<file path="src/rtl/ysyx_22040729_lsu.sv">
// ysyx_22040729_lsu: load/store unit between the execute stage and a
// handshaked data-memory port. One access in flight; each access becomes a
// single aligned beat with byte strobes, and load data comes back lane-aligned
// and sign/zero-extended.
// Optional macro LSU_MISALIGN_TRAP_EN: when defined, accesses whose address is
// not a multiple of the access size are refused with resp_err and issue no
// memory beat. When undefined, such addresses are rounded down to natural
// alignment.
module ysyx_22040729_lsu #(
  parameter int DATA_WIDTH = 64,
  parameter int ADDR_WIDTH = 32
) (
  input  logic                    clk,
  input  logic                    rst,
  input  logic                    req_valid,
  output logic                    req_ready,
  input  logic                    req_wen,
  input  logic [2:0]              req_func3,
  input  logic [ADDR_WIDTH-1:0]   req_addr,
  input  logic [DATA_WIDTH-1:0]   req_wdata,
  output logic                    resp_valid,
  output logic [DATA_WIDTH-1:0]   resp_rdata,
  output logic                    resp_err,
  output logic                    mem_req_valid,
  input  logic                    mem_req_ready,
  output logic                    mem_req_wen,
  output logic [ADDR_WIDTH-1:0]   mem_req_addr,
  output logic [DATA_WIDTH/8-1:0] mem_req_wstrb,
  output logic [DATA_WIDTH-1:0]   mem_req_wdata,
  input  logic                    mem_resp_valid,
  input  logic [DATA_WIDTH-1:0]   mem_resp_rdata
);
  localparam int NB   = DATA_WIDTH / 8;
  localparam int OFFW = $clog2(NB);

  typedef enum logic [1:0] {S_IDLE, S_REQ, S_WAIT, S_RESP} state_t;
  state_t state_q, state_d;

  // Request captured at accept (p0) and extended load data (p1).
  logic                  wen_p0;
  logic [2:0]            func3_p0;
  logic [ADDR_WIDTH-1:0] addr_p0;
  logic [DATA_WIDTH-1:0] wdata_p0;
  logic                  err_p0;
  logic [DATA_WIDTH-1:0] rdata_p1;

  logic                  accept;
  logic                  req_illegal;
  logic                  size_bad;
  logic                  misaligned;
  logic [2:0]            lo_mask;
  logic [OFFW-1:0]       off;

  // Low address bits that must be zero for a naturally aligned access.
  function automatic logic [2:0] align_mask(input logic [1:0] size);
    case (size)
      2'd0:    align_mask = 3'b000;
      2'd1:    align_mask = 3'b001;
      2'd2:    align_mask = 3'b011;
      default: align_mask = 3'b111;
    endcase
  endfunction

  // Byte enables: one bit per accessed byte, shifted to the lane offset.
  function automatic logic [NB-1:0] lane_strb(input logic [1:0] size,
                                              input logic [OFFW-1:0] lane);
    logic [15:0] m;
    case (size)
      2'd0:    m = 16'h0001;
      2'd1:    m = 16'h0003;
      2'd2:    m = 16'h000F;
      default: m = 16'h00FF;
    endcase
    m = m << lane;
    return m[NB-1:0];
  endfunction

  // Right-justify the addressed bytes and sign/zero-extend to the bus width.
  function automatic logic [DATA_WIDTH-1:0] load_ext(input logic [DATA_WIDTH-1:0] beat,
                                                     input logic [OFFW-1:0]       lane,
                                                     input logic [2:0]            f3);
    logic [DATA_WIDTH-1:0]        sh;
    logic signed [DATA_WIDTH-1:0] res;
    sh = beat >> {lane, 3'b000};
    case (f3[1:0])
      2'd0: begin
        if (f3[2]) res = DATA_WIDTH'(sh[7:0]);
        else       res = DATA_WIDTH'($signed(sh[7:0]));
      end
      2'd1: begin
        if (f3[2]) res = DATA_WIDTH'(sh[15:0]);
        else       res = DATA_WIDTH'($signed(sh[15:0]));
      end
      2'd2: begin
        if (f3[2]) res = DATA_WIDTH'(sh[31:0]);
        else       res = DATA_WIDTH'($signed(sh[31:0]));
      end
      default: res = sh;
    endcase
    return res;
  endfunction

  assign accept   = (state_q == S_IDLE) && req_valid;
  assign size_bad = (NB == 4) && (req_func3[1:0] == 2'd3);

`ifdef LSU_MISALIGN_TRAP_EN
  logic [2:0] req_mask;
  assign req_mask   = align_mask(req_func3[1:0]);
  assign misaligned = |(req_addr[2:0] & req_mask);
`else
  assign misaligned = 1'b0;
`endif

  assign req_illegal = size_bad || misaligned;

  // Lane offset, rounded down to natural alignment (a no-op when traps
  // already guarantee aligned addresses).
  assign lo_mask = align_mask(func3_p0[1:0]);
  assign off     = addr_p0[OFFW-1:0] & ~lo_mask[OFFW-1:0];

  // State register.
  always_ff @(posedge clk) begin
    if (rst) state_q <= S_IDLE;
    else     state_q <= state_d;
  end

  // Error flag is control state and follows reset.
  always_ff @(posedge clk) begin
    if (rst)         err_p0 <= 1'b0;
    else if (accept) err_p0 <= req_illegal;
  end

  // Request and load-data capture; outputs are gated by state, so no reset.
  always_ff @(posedge clk) begin
    if (accept) begin
      wen_p0   <= req_wen;
      func3_p0 <= req_func3;
      addr_p0  <= req_addr;
      wdata_p0 <= req_wdata;
    end
    if (state_q == S_WAIT && mem_resp_valid)
      rdata_p1 <= wen_p0 ? '0 : load_ext(mem_resp_rdata, off, func3_p0);
  end

  // Next-state and outputs; beat fields only driven in REQ, response only in RESP.
  always_comb begin
    state_d       = state_q;
    req_ready     = 1'b0;
    mem_req_valid = 1'b0;
    mem_req_wen   = 1'b0;
    mem_req_addr  = '0;
    mem_req_wstrb = '0;
    mem_req_wdata = '0;
    resp_valid    = 1'b0;
    resp_err      = 1'b0;
    resp_rdata    = '0;
    case (state_q)
      S_IDLE: begin
        req_ready = 1'b1;
        if (req_valid) state_d = req_illegal ? S_RESP : S_REQ;
      end
      S_REQ: begin
        mem_req_valid = 1'b1;
        mem_req_wen   = wen_p0;
        mem_req_addr  = {addr_p0[ADDR_WIDTH-1:OFFW], {OFFW{1'b0}}};
        mem_req_wstrb = lane_strb(func3_p0[1:0], off);
        mem_req_wdata = wdata_p0 << {off, 3'b000};
        if (mem_req_ready) state_d = S_WAIT;
      end
      S_WAIT: begin
        if (mem_resp_valid) state_d = S_RESP;
      end
      S_RESP: begin
        resp_valid = 1'b1;
        resp_err   = err_p0;
        resp_rdata = err_p0 ? '0 : rdata_p1;
        state_d    = S_IDLE;
      end
      default: state_d = S_IDLE;
    endcase
  end

endmodule
</file>
<file path="config.mk">
export PLATFORM = sky130hd
export DESIGN_NAME = ysyx_22040729_lsu
export DESIGN_NICKNAME = d
export VERILOG_FILES = /design/src/rtl/ysyx_22040729_lsu.sv
export SDC_FILE = /design/constraint.sdc
export NUM_CORES = 1
export LEC_CHECK = 0
export CAP_MARGIN = 20
export CELL_PAD_IN_SITES_DETAIL_PLACEMENT = 0
export CELL_PAD_IN_SITES_GLOBAL_PLACEMENT = 2
export CORE_MARGIN = 1
export CORE_UTILIZATION = 38
export CTS_CLUSTER_DIAMETER = 80
export DETAILED_ROUTE_END_ITERATION = 8
export DONT_BUFFER_PORTS = 1
export PLACE_DENSITY = 0.85
export SLEW_MARGIN = 30
export SYNTH_ARGS = -nofsm -noshare
export SYNTH_HDL_FRONTEND = slang
export SYNTH_SLANG_ARGS = --single-unit
</file>
<file path="constraint.sdc">
create_clock -name clk -period 4.04 [get_ports clk]
set_clock_uncertainty 0.05 [all_clocks]
set_input_delay 0.606 -clock clk [delete_from_list [all_inputs] [get_ports clk]]
set_output_delay 0.606 -clock clk [all_outputs]
set_load 0.01 [all_outputs]
</file>
== Word level (Yosys, flattened, before mapping) ==
Cells that the tools add are included.

* Output and inout port bits: 173
* Word-level logic and storage cells: 43
* Flip-flop bits (word level): 166

* Shifts and indexed selects: 3
* Multiplexer cells: 19
* Eq/ne operators: 8
* Bitwise gates (word level): 2
* Reductions and logical operators: 5

{| class="wikitable"
|+ Operator list
! operator !! number
|-
| $mux W64 || 5
|-
| $pmux W64 S3 || 1
|-
| $shl A64 B6 Y64 || 1
|-
| $shr A64 B6 Y64 || 1
|-
| $mux W32 || 1
|-
| $pmux W8 S3 || 1
|-
| $mux W16 || 1
|-
| $shl A16 B3 Y8 || 1
|-
| $pmux W3 S3 || 1
|-
| $mux W8 || 1
|-
| $pmux W2 S4 || 1
|-
| $eq A2 B2 Y1 const B || 3
|-
| $mux W2 || 3
|-
| $ne A2 B2 Y1 const B || 3
|-
| $eq A2 B1 Y1 const B || 2
|-
| $logic_not A2 Y1 || 2
|-
| $mux W1 || 4
|-
| $and A3 B3 Y3 || 1
|-
| $not A3 Y3 || 1
|-
| $reduce_and A3 Y1 || 1
|-
| $logic_and A1 B1 Y1 || 2
|}

== Longest topological paths before layout ==
* Word-level depth: 7
* Depth in mapped cells: 10
* Depth with buffers taken out: 6

== Worst setup path before layout ==
Ideal clock, no wire load.

* Path type: register to register
* Start: register state_q[0]
* End: register addr_p0[0] (enable)
* Arrival: 2.977 ns
* Stages on the path, launching flop included: 4
* Buffers on the path: 0
* Path slack: 0.543 ns
* Required time: 3.520 ns
* Cells stage by stage: dfxtp_1 > inv_1 > ha_1 > and2_1

* Longest elaborated chain between the ends: 2

{| class="wikitable"
|+ Ends and longest elaborated chain
! element !! line !! source
|-
| start, declared || 37 || <nowiki>state_t state_q, state_d;</nowiki>
|-
| start signal, assigned || 124 || <nowiki>else state_q <= state_d;</nowiki>
|-
| $logic_not A2 Y1 || 103 || <nowiki>assign accept = (state_q == S_IDLE) && req_valid;</nowiki>
|-
| $logic_and A1 B1 Y1 || 103 ||
|-
| via accept || 47 || <nowiki>logic accept;</nowiki>
|-
| end signal, assigned || 138 || <nowiki>addr_p0 <= req_addr;</nowiki>
|-
| end, declared || 42 || <nowiki>logic [ADDR_WIDTH-1:0] addr_p0;</nowiki>
|}

The timed path passes the listed nets, and every way through them passes these cells.
A chain may end at the register's enable or synchronous reset.

== Worst setup path after layout ==
* Start: register addr_p0[1]
* End: output mem_req_wdata[59]

* Longest elaborated chain between the ends: 3

{| class="wikitable"
|+ Ends and longest elaborated chain
! element !! line !! source
|-
| $and A3 B3 Y3 || 119 || <nowiki>assign off = addr_p0[OFFW-1:0] & ~lo_mask[OFFW-1:0];</nowiki>
|-
| $shl A64 B6 Y64 || 167 || <nowiki>mem_req_wdata = wdata_p0 << {off, 3'b000};</nowiki>
|-
| $mux W64 || 157 || <nowiki>case (state_q)</nowiki>
|-
| end, declared || 29 || <nowiki>output logic [DATA_WIDTH-1:0] mem_req_wdata,</nowiki>
|}

Every way passes these cells.

==> results.yml <==
timing:
  finalWorstSetupSlack_ns: 0.565
  finalSetupTns_ns: 0
  slew_viol_final: 0
  fin_crit_ns: 3.48
  finalCritPeriodShare: 0.860
  finalHoldViolCount: 0
  tightest_slew_ns: 0.867
  max_freq_ghz: 0.288
  setup_viol: 0
  grt_setup_unrepaired: "false"
  slew_headroom: 0.418
worst_hold_path:
  hp-class: "in -> reg"
floorplan:
  die_y_um: 161
  start_util: 0.392
  die_w_um: 161
  rows: 57
  ios: 342
  core_mm2: 0.0246
  dieArea_mm2: 0.0260
synth:
  netlist_area_mm2: 0.00965
  synthTopCellsByCount: "edfxtp_1, nand2_1, and2_1"
  synth.most_common_cell: "edfxtp_1"
  synth-edff-count: 164
  synthTopCellsByArea: "edfxtp_1, and2_1, mux2i_1"
  ys_seq_area_frac: 0.514
  avgSynthCellArea_um2: 10.1
  async_reset_ff_frac: 0
  synth_cell_types: 44
  synth-seq-cells: 166
  synth_top_area_frac: 0.510
  ys.flop_type: "edfxtp_1"
  yosysWarnings: 0
  synthCells: 957
  synth.largest_area_cell: "edfxtp_1"
detailed_routing:
  wirelength_um: 30200
  vias: 7185
  post_drt_wl_per_cell_um: 23.6
  first_pass_iters: 5
  drcViolationCount: 0
  drtIter0Drc: 464
  ant_nets: 0
  avgViaCountPerCell: 5.61
final_layout:
  antennaDiodeCount: 0
  drive_gt1_frac: 0.114
  area_growth_pct: 10.5
  layout.nets: 1117
run:
  cap_viol_max_count: 0
cts:
  root_buffer: "clkbuf_16"
  cts_resized: 0
  cts-buffers-inserted: 17
  cts_max_path_buffers: 2
  clk_latency_ns: 0.43
  postCtsSetupRepairBufs: 0
  cts_sinks: 166
  h-tree-depth: 4
  path_clk_slew_ns: 0.07
  cts_tree: "yes"
  ctsHoldBuffers: 0
placement:
  portBuffers: 0
  pre_cts_ws_ns: 1.01
  gp_congestion: 0.838
  dp_hpwl_um: 21500
power:
  power_frac_comb: 0.380
  seqPwrFrac: 0.378
  p_clk_frac: 0.242
  p_switching_mw: 2.64
  intPower_mw: 4.16
  leakagePower_nw: 3.89
  swShare: 0.388
  peakVddDrop_uv: 331
  power_density_mw_per_mm2: 638
worst_setup_path:
  max_stage_delay_ns: 0.69
  critPathLaunchType: "flop"
  critPathArrivalTime_ns: 2.82
  path_cells: "and2b_4 -> buf_4 -> mux2i_1 -> mux4_2 -> nor2b_1"
  cp_slowest_cell: "edfxtp_1"
  required_ns: 3.38
  cp_max_fo: 24
  crit_type: "reg -> out"
  cp-end-kind: "primary output"
grt:
  grt_pass1_vias: 7093
  antenna_found_initial: 0
  grt_usage: 0.232
  grt_overflow: 0
  grt_pass1_wl_um: 44800
  grt_max_degree: 66
outcome:
  outcome: "finished clean"
-- sequential cells by signal (all words and copies together) (netlist names) --
| signal | cells |
|---|---|
| addr_p0 | 32 |
| wdata_p0 | 64 |
| rdata_p1 | 64 |
| func3_p0 | 3 |
| wen_p0 | 1 |
| state_q | 2 |
-- worst max-delay path: cells and delay by family (launching register included) --
family / cells / cell delay, ns
muxes: 2 / 0.66
DFF: 1 / 0.69
and+or+nand+nor: 2 / 0.65
buffers and inverters: 1 / 0.37
-- cell families (layout without fill, tap and decap cells) --
kind of cell / count (synthesis) / after routing / share of synthesized area
AOI/OAI and AO/OA: 225 / 225 / 0.137
adders and majority gates: 4 / 4 / 0.00519
buffers and inverters: 94 / 91 / 0.0485
DFF: 166 / 166 / 0.514
muxes: 82 / 82 / 0.0954
other: 1 / 4 / 0.000389
and+or+nand+nor: 385 / 385 / 0.199
-- metrics by stage --
step / hold slack (ns) / power [mW] / cells / instance area [µm²] / util
6_report: 0.194 / 6.81 / 1281 / 10700 / 0.434
4_1_cts: 0.176 / 6.87 / 1281 / 10700 / 0.433
2_1_floorplan: 0.457 / 4.45 / 960 / 9660 / -
3_5_place_dp: 0.488 / 5.21 / 1249 / 10100 / 0.410
5_1_grt: 0.179 / 7.20 / 1281 / 10700 / 0.434
3_3_place_gp: 0.484 / 5.19 / 1249 / 10100 / 0.410
-- path summary, 6_finish.rpt --
| path | slack, ns | depth (start not counted) | end | start |
|---|---|---|---|---|
| setup reg to reg | 0.98 | 9 | rdata_p1[17] | func3_p0[1] |
| setup / recovery | 0.56 | 5 | mem_req_wdata[59] | addr_p0[1] |
| hold reg to reg | 0.53 | 2 | state_q[0] | state_q[0] |
| hold / removal | 0.19 | 1 | state_q[1] | rst |
-- area by class of cell --
class / instances / area (µm²)
fillers: 2375 / 13900
inverters: 5 / 18.8
repair buffers: 54 / 430
clock buffers: 17 / 425
flip-flops and latches: 166 / 4960
multi-input cells: 700 / 4270
well taps: 324 / 405
clock inverters: 15 / 153
-- per-layer routing --
layer,vias to the layer above,GRT usage,share of wire
li1,3369,-,-
met1,3452,0.272,0.39
met2,332,0.405,0.51
met3,32,0.0663,0.081
met4,0,0.0789,0.021
met5,-,0,0
-- cell usage in the layout (no fill, tap or decap), types with 3 or more instances in the layout --
cell type,Yosys,final
nand2_1,155,155
o21ai_1,26,26
inv_8,0,4
mux4_2,8,8
nor2b_1,29,29
edfxtp_1,164,164
a21oi_1,90,90
o22a_1,7,7
nor3_1,5,5
a31oi_1,13,13
and3_1,7,7
nand2b_1,3,3
o22ai_1,8,8
buf_4,12,52
and2_1,121,118
nand3_1,27,27
a221oi_1,3,3
mux2i_1,74,74
conb_1,1,4
a21boi_0,15,15
nor2_1,32,31
inv_1,5,5
inv_6,0,6
o21ai_0,39,39
a211oi_1,14,14
clkbuf_16,0,17
-- power groups by stage --
stage / sequential, mW / combinational [mW] / clock [mW]
after floorplan: 2.55 / 1.91 / 0
after global placement: 2.60 / 2.59 / 0
after detailed placement: 2.61 / 2.60 / 0
after CTS: 2.57 / 2.62 / 1.68
after global routing: 2.60 / 2.85 / 1.74
final: 2.57 / 2.59 / 1.65
Note: power is estimated with default switching activity, not from simulation.
